File: src/rtl/hci_core_mux_static_ctrl_pkg.sv
// Shared types for the static-mux control slice.
// Latency: n/a (types and helpers only).
// Backpressure: n/a.
package hci_core_mux_static_ctrl_pkg;

  // Control FSM states: pass traffic, wait for responses, commit new selection.
  typedef enum logic [1:0] {
    RUN    = 2'd0,
    DRAIN  = 2'd1,
    SWITCH = 2'd2
  } hci_mux_ctrl_state_e;

  // Width of a channel select, never narrower than one bit.
  function automatic int sel_width(input int nb_chan);
    return (nb_chan > 1) ? $clog2(nb_chan) : 1;
  endfunction

endpackage

File: src/rtl/hci_outstanding_cnt.sv
// Up/down outstanding-transaction counter, saturating at MAX, sticky underflow flag.
// Latency: cnt/err update one cycle after inc/dec/clear.
// Backpressure: none; the caller must mask inc at MAX (saturation is only a safety net).
module hci_outstanding_cnt #(
  parameter int MAX   = 8,
  parameter int CNT_W = $clog2(MAX + 1)
) (
  input  logic             clk,
  input  logic             rst,
  input  logic             inc,
  input  logic             dec,
  input  logic             clear,
  output logic [CNT_W-1:0] cnt,
  output logic             err
);

  localparam logic [CNT_W-1:0] MAX_CNT = CNT_W'(MAX);

  // Count grants up and completed responses down; a response with nothing
  // outstanding leaves the count at zero and latches the error.
  always_ff @(posedge clk or posedge rst) begin
    if (rst) begin
      cnt <= '0;
      err <= 1'b0;
    end else if (clear) begin
      cnt <= '0;
      err <= 1'b0;
    end else begin
      case ({inc, dec})
        2'b10: if (cnt != MAX_CNT) cnt <= cnt + CNT_W'(1);
        2'b01: begin
          if (cnt == '0) err <= 1'b1;
          else           cnt <= cnt - CNT_W'(1);
        end
        default: ;
      endcase
    end
  end

endmodule

File: src/rtl/hci_core_mux_static_ctrl.sv
// Owns the static mux select; passes req/gnt through and only switches channel once nothing is outstanding.
// Latency: req/gnt pass-through is combinational; a switch with nothing in flight lands on sel_o two cycles after the handshake.
// Backpressure: req_o/gnt_o are masked while draining/switching or at MAX_OUTSTANDING; sel_ready_o is low outside RUN.
module hci_core_mux_static_ctrl
  import hci_core_mux_static_ctrl_pkg::*;
#(
  parameter int NB_CHAN         = 2,
  parameter int MAX_OUTSTANDING = 8,
  parameter int DEFAULT_SEL     = 0,
  parameter int SEL_W           = sel_width(NB_CHAN),
  parameter int CNT_W           = $clog2(MAX_OUTSTANDING + 1)
) (
  input  logic             clk_i,
  input  logic             rst_i,
  input  logic             clear_i,
  input  logic [SEL_W-1:0] sel_i,
  input  logic             sel_valid_i,
  output logic             sel_ready_o,
  output logic [SEL_W-1:0] sel_o,
  input  logic             req_i,
  output logic             gnt_o,
  output logic             req_o,
  input  logic             gnt_i,
  input  logic             r_valid_i,
  input  logic             r_ready_i,
  output logic             busy_o,
  output logic [CNT_W-1:0] outstanding_o,
  output logic             err_o
);

  localparam logic [SEL_W-1:0] DEF_SEL = SEL_W'(DEFAULT_SEL);
  localparam logic [CNT_W-1:0] MAX_CNT = CNT_W'(MAX_OUTSTANDING);

  hci_mux_ctrl_state_e state;
  logic [SEL_W-1:0]    sel_q;
  logic [SEL_W-1:0]    pend_sel;
  logic [CNT_W-1:0]    cnt;
  logic                open;
  logic                inc;
  logic                dec;
  logic                sel_ok;
  logic                drain_done;

  // Traffic only flows in RUN and below the outstanding limit.
  assign open  = (state == RUN) && (cnt < MAX_CNT);
  assign req_o = req_i & open;
  assign gnt_o = gnt_i & open;

  assign inc = req_o & gnt_i;
  assign dec = r_valid_i & r_ready_i;

  assign sel_ok = int'(sel_i) < NB_CHAN;

  // No grants can happen while draining, so the count reaches zero next
  // cycle if it is already zero or the last response completes now.
  assign drain_done = (cnt == '0) || ((cnt == CNT_W'(1)) && dec);

  assign sel_ready_o   = (state == RUN);
  assign busy_o        = (state != RUN);
  assign sel_o         = sel_q;
  assign outstanding_o = cnt;

  hci_outstanding_cnt #(
    .MAX   (MAX_OUTSTANDING),
    .CNT_W (CNT_W)
  ) u_cnt (
    .clk   (clk_i),
    .rst   (rst_i),
    .inc   (inc),
    .dec   (dec),
    .clear (clear_i),
    .cnt   (cnt),
    .err   (err_o)
  );

  // Switch FSM: latch a differing valid request, drain in-flight responses, then commit sel.
  always_ff @(posedge clk_i or posedge rst_i) begin
    if (rst_i) begin
      state    <= RUN;
      sel_q    <= DEF_SEL;
      pend_sel <= DEF_SEL;
    end else if (clear_i) begin
      state    <= RUN;
      sel_q    <= DEF_SEL;
      pend_sel <= DEF_SEL;
    end else begin
      case (state)
        RUN: begin
          if (sel_valid_i && sel_ok && (sel_i != sel_q)) begin
            pend_sel <= sel_i;
            state    <= DRAIN;
          end
        end
        DRAIN: begin
          if (drain_done) begin
            sel_q <= pend_sel;
            state <= SWITCH;
          end
        end
        SWITCH:  state <= RUN;
        default: state <= RUN;
      endcase
    end
  end

  // Out-of-range switch requests are accepted but dropped; flag them in simulation.
  always @(posedge clk_i) begin
    if (!rst_i && !clear_i && (state == RUN) && sel_valid_i)
      assert (sel_ok)
      else $warning("hci_core_mux_static_ctrl: sel_i=%0d out of range, switch request ignored", sel_i);
  end

endmodule
File: config.mk
export PLATFORM = sky130hd
export DESIGN_NAME = hci_core_mux_static_ctrl
export DESIGN_NICKNAME = d
export VERILOG_FILES = /design/src/rtl/hci_core_mux_static_ctrl_pkg.sv /design/src/rtl/hci_outstanding_cnt.sv /design/src/rtl/hci_core_mux_static_ctrl.sv
export SDC_FILE = /design/constraint.sdc
export NUM_CORES = 1
export LEC_CHECK = 0
export ABC_CLOCK_PERIOD_IN_PS = 3400
export BUFFER_PORTS_ARGS = -buffer_cell sky130_fd_sc_hd__clkbuf_2
export CORE_MARGIN = 2
export CORE_UTILIZATION = 48
export CTS_CLUSTER_DIAMETER = 40
export CTS_CLUSTER_SIZE = 28
export DETAILED_ROUTE_END_ITERATION = 12
export PLACE_DENSITY = 0.75
export RECOVER_POWER = 25
export SYNTH_ARGS = -nofsm -noshare
export SYNTH_HDL_FRONTEND = slang
export SYNTH_HIERARCHICAL = 1
export SYNTH_SLANG_ARGS = --single-unit
File: constraint.sdc
create_clock -name clk_i -period 3.4 [get_ports clk_i]
set_input_delay 0 -clock clk_i [delete_from_list [all_inputs] [get_ports clk_i]]
set_output_delay 0 -clock clk_i [all_outputs]
set_load 0.01 [all_outputs]
== Yosys cells after proc, flatten, opt, wreduce, memory -nomap -nowiden ==
Cells that the tools add are included.
Word-level totals
  register bits: 9
  output and inout bits: 10
  input port bits: 9
Cells by class
  order comparisons: 1
  multiplexer cells: 17
  $add $sub $neg: 2
  bitwise logic cells: 4
  equality and inequality tests: 10
  reductions and logical operators: 19
Operators with widths (count)
  2-bit nonzero test: 7
  4-bit 2-to-1 mux: 3
  1-bit 2-to-1 mux: 9
  4-bit case mux with 2 select lines: 1
  2-bit AND reduction: 4
  2-bit 2-to-1 mux: 3
  3-bit by 2-bit != test with 1-bit output, second input constant: 2
  3-bit != test, second input constant: 2
  4-bit by 1-bit adder with 4-bit output, second input constant: 1
  1-bit bitwise AND: 4
  2-bit by 1-bit == test with 1-bit output, second input constant: 2
  4-bit by 1-bit == test with 1-bit output, second input constant: 1
  4-bit zero test: 1
  4-bit less-than comparator, second input constant: 1
  4-bit != test, second input constant: 1
  2-bit case mux with 2 select lines: 1
  4-bit by 1-bit subtractor with 4-bit output, second input constant: 1
  1-bit logical AND: 3
  3-bit AND reduction: 1
  3-bit nonzero test: 1
  2-bit == test, second input constant: 1
  2-bit zero test: 1
  1-bit logical OR: 1
  1-bit != test: 1

== Longest topological paths before layout ==
  depth in word-level cells: 7
  depth in mapped cells: 10
  gate-level depth less buffers: 9

== Cells and area by module ==
The synthesis kept the hierarchy.
By module, submodules not included
  hci_outstanding_cnt: times used 1, cells an instance 33, area an instance 365.4 µm²
  hci_core_mux_static_ctrl: times used 1, cells an instance 28, area an instance 261.5 µm²

== Least setup slack after synthesis ==
Ideal clock, no wire load.
  path kind: register to register
  from: register state[1]
  to: register u_cnt.cnt[3]
  data required time: 3.275 ns
  path buffers: 1
  arrival: 2.393 ns
  path slack: 0.882 ns
  clock period less this slack: 2.518 ns
  stages on the path, launching flop included: 11
  cell sequence: dfrtp_1 -> nor2_1 -> nand2_1 -> nor3b_1 -> nor2b_1 -> buf_4 -> ha_1 -> o21ai_0 -> nand2b_1 -> a211oi_2 -> mux2_4
Between the ends
  longest elaborated chain between the ends: 7
  elaborated cells between the ends (all ways): 12
  those cells by class: eq/ne: 4; mux: 2; bitwise: 2; reduce/logical: 4
Ends and longest elaborated chain
  start: declaration: line hci_core_mux_static_ctrl.sv:34  | hci_mux_ctrl_state_e state;
  start signal: assignment: line hci_core_mux_static_ctrl.sv:79  | state <= RUN;
  start signal: assignment: line hci_core_mux_static_ctrl.sv:83  | state <= RUN;
  start signal: assignment: line hci_core_mux_static_ctrl.sv:91  | state <= DRAIN;
  2-bit zero test *
  named net sel_ready_o: line hci_core_mux_static_ctrl.sv:18  | output logic sel_ready_o,
  1-bit logical AND *: line hci_core_mux_static_ctrl.sv:45  | assign open = (state == RUN) && (cnt < MAX_CNT);
  1-bit bitwise AND *: line hci_core_mux_static_ctrl.sv:46  | assign req_o = req_i & open;
  1-bit bitwise AND *: line hci_core_mux_static_ctrl.sv:49  | assign inc = req_o & gnt_i;
  named net inc: line hci_core_mux_static_ctrl.sv:39  | logic inc;
  2-bit == test or 2-bit by 1-bit == test with 1-bit output (tied branches): line hci_outstanding_cnt.sv:29  | case ({inc, dec})
  3-bit by 2-bit != test with 1-bit output (no line), or another cell as far along
  3-bit AND reduction (no line) or 4-bit 2-to-1 mux (tied branches)
  end signal: assignment: line hci_outstanding_cnt.sv:30  | 2'b10: if (cnt != MAX_CNT) cnt <= cnt + CNT_W'(1);
  end signal: assignment: line hci_outstanding_cnt.sv:33  | else cnt <= cnt - CNT_W'(1);
  end: declaration: line hci_outstanding_cnt.sv:13  | output logic [CNT_W-1:0] cnt,
Mark *: on every way through the listed nets, which the timed path passes. The rest lies on a longest branch.
A chain may end at the register's enable or synchronous reset.

== Worst setup path in the final report ==
  from: register state[1]
  to: register u_cnt.cnt[3]
Between the ends
  longest elaborated chain between the ends: 7
  elaborated cells between the ends (all ways): 12
  those cells by class: eq/ne: 4; mux: 2; bitwise: 2; reduce/logical: 4
Ends and longest elaborated chain (line)
  2-bit zero test *: hci_core_mux_static_ctrl.sv:45
  1-bit logical AND *: hci_core_mux_static_ctrl.sv:45
  1-bit bitwise AND *: hci_core_mux_static_ctrl.sv:46
  1-bit bitwise AND *: hci_core_mux_static_ctrl.sv:49
  named net inc: hci_core_mux_static_ctrl.sv:39
  2-bit == test or 2-bit by 1-bit == test with 1-bit output (tied branches): hci_outstanding_cnt.sv:29
  3-bit by 2-bit != test with 1-bit output (no line), or another cell as far along
  3-bit AND reduction (no line) or 4-bit 2-to-1 mux (tied branches)
Marks and branches as above.

==> results.toml <==
[global_routing]
grt.overflow.total = 0
track_usage = 0.176
grt_pass1_wl_um = 1840
grt_max_degree = 14
antenna_found_initial = 0
grt_pass1_vias = 471

[pwr]
p_leak_uw = 0.000389
power.density_nw_per_um2 = 387
ir_worst_vdd_uv = 264

[synthesis]
synth_area_per_cell_um2 = 10.3
netlist_area_um2 = 627
yosysSeqAreaShare = 0.359
synth_ff_type = "dfrtp_1"
synth_warnings = 6
synth_edf_count = 0
ys_types = 28
synthArstFlopShare = 1.00
syn_nets = 72
synth_cells = 61
ys_ff_latch = 9

[sta]
drv_slew = 0
post-route-min-period_ps = 2670
period_share = 0.786
grt_setup_unrepaired = "false"
tightest_slew_ps = 664
max_slew_margin = 0.557
final_hold_viol_count = 0
finalSetupTns_ps = 0
fmax_ghz = 0.374
clock_skew_ps = 0.182
setup_ws_ps = 727
setup_viol = 0

[cts]
cts_resized = 0
postCtsSetupBuffers = 0
clkSinkCount = 9
htree_levels = 1
cts_inserted_buffers = 3
clkLatencyLatePin_ps = 240
hold_buffers = 1
cts_tree = "yes"
root_buffer = "clkbuf_4"
clk_pin_slew_ps = 50
clk_path_buf_depth = 2

[floorplan]
core_area_um2 = 1250
die_x_um = 40.1
num_io_pins = 19
die_height_um = 40.1
die-area_um2 = 1610
rows = 13
start_util = 0.500

[place]
dp_cells = 93
io_buffers = 18
dpl-instance-area_um2 = 728
pre_cts_ws_ps = 729
dp_hpwl_um = 913
gp_congestion = 0.738

[drt]
routed_wl_um = 1120
wl_per_cell_um = 11.4
firstDrtPassIters = 4
via_per_inst = 5.12
detail-route-antenna-nets = 0
vias = 502
drc = 0
drt_iter0_drc = 9

[setup_path]
crit_path_start = "state[1]"
crit_path_max_fanout = 7
worst-r2r-setup-slack_ps = 730
cp-start-kind = "register"
cp.arrival_ps = 2800
rr_endpoint = "u_cnt/cnt[3]"
cp_data_required_time_ps = 3530
crit_end = "u_cnt/cnt[3]"
endpoint_kind = "register"
path_class = "register to register"
reg2reg_from = "state[1]"
rr_worst_depth = 9

[final_layout]
antenna_cells = 0
layout.cells.non_filler = 98
drive_above_1_share = 0.349
fin_area_um2 = 763
final_util = 0.609
nets = 95
area_delta_synth_final_pct = 21.8

[job]
drv_cap = 0

[outcome]
status = "completed"

[min_path]
min_path_type = "input port to register"
-- final cells by class --
cell class,count,area [µm²]
clock buffer,4,26.3
fill,119,489
inverter,6,22.5
multi-input combinational,45,372
sequential,9,225
tap,15,18.8
timing repair buffer,19,98.8
-- power by group --
group / switching (µW) / internal [µW]
clock network: 30.7 / 44.8
registers: 14.7 / 117
logic: 46.5 / 42.3
-- registers in the layout, summed over array words and instances, names as in the netlist --
| name | count |
|---|---|
| state | 2 |
| sel_o | 1 |
| u_cnt/err | 1 |
| pend_sel | 1 |
| u_cnt/cnt | 4 |
-- routing by layer --
| layer | wire length (µm) | up-vias | GRT usage |
|---|---|---|---|
| li1 | - | 262 | - |
| met2 | 496 | 12 | 0.274 |
| met3 | 43 | 2 | 0.0167 |
| met1 | 568 | 226 | 0.224 |
| met4 | 11 | 0 | 0.129 |
| met5 | 0 | - | 0 |
-- logic make-up after synthesis --
group / count (synthesis) / synth area share
flops: 9 / 0.359
compound gates: 13 / 0.196
fa+ha+maj: 2 / 0.0399
mux: 3 / 0.0559
buf+inv: 7 / 0.0479
xor+xnor: 5 / 0.0699
simple gates: 22 / 0.232
-- placed cells by master, fill, tap and decap left out, types with 2 or more instances in the layout --
cell type	netlist	layout
a211oi_2	2	2
a21oi_1	3	3
a31oi_1	2	2
clkbuf_1	0	2
clkbuf_2	0	17
clkbuf_4	0	3
dfrtp_1	9	9
ha_1	2	2
inv_1	6	6
mux2i_1	2	2
nand2_1	2	2
nand2b_1	3	3
nor2_1	7	7
nor2b_1	2	2
nor3b_1	2	2
xor2_1	4	4
-- worst min path at each step --
stage / start / to / slack, ps / cells after the start
after floorplan: rst_i / pend_sel / -230 / 1
after global placement: rst_i / sel_o / -120 / 2
after detailed placement: rst_i / state[1] / -120 / 2
after global routing: clear_i / u_cnt/cnt[1] / 120 / 2
final: clear_i / u_cnt/err / 90 / 2
after CTS: clear_i / u_cnt/err / 90 / 2
-- Yosys cell counts, types with 2 or more instances --
library cell / number / area, µm²
nand2b_1: 3 / 18.8
mux2i_1: 2 / 20.0
a21oi_1: 3 / 15.0
ha_1: 2 / 25.0
a211oi_2: 2 / 25.0
a31oi_1: 2 / 12.5
nor3b_1: 2 / 15.0
xor2_1: 4 / 35.0
dfrtp_1: 9 / 225
inv_1: 6 / 22.5
nor2b_1: 2 / 12.5
nor2_1: 7 / 26.3
nand2_1: 2 / 7.51
-- critical path: stages, from the launching register on --
cell	delay [ps]
dfrtp_1	430
nor2_1	250
nand2_1	110
nor3b_1	360
nor2b_1	250
ha_1	390
o21ai_0	100
nand2b_1	90
a211oi_2	260
mux2_4	320
-- stage by stage --
stage	hold WS [ps]	total power [µW]
floorplan	-234	194
detailed placement	-115	221
global placement	-121	220
CTS	87.8	301
finish	93.6	296
global route	122	316
No activity file was read; power rests on OpenSTA's default activity.
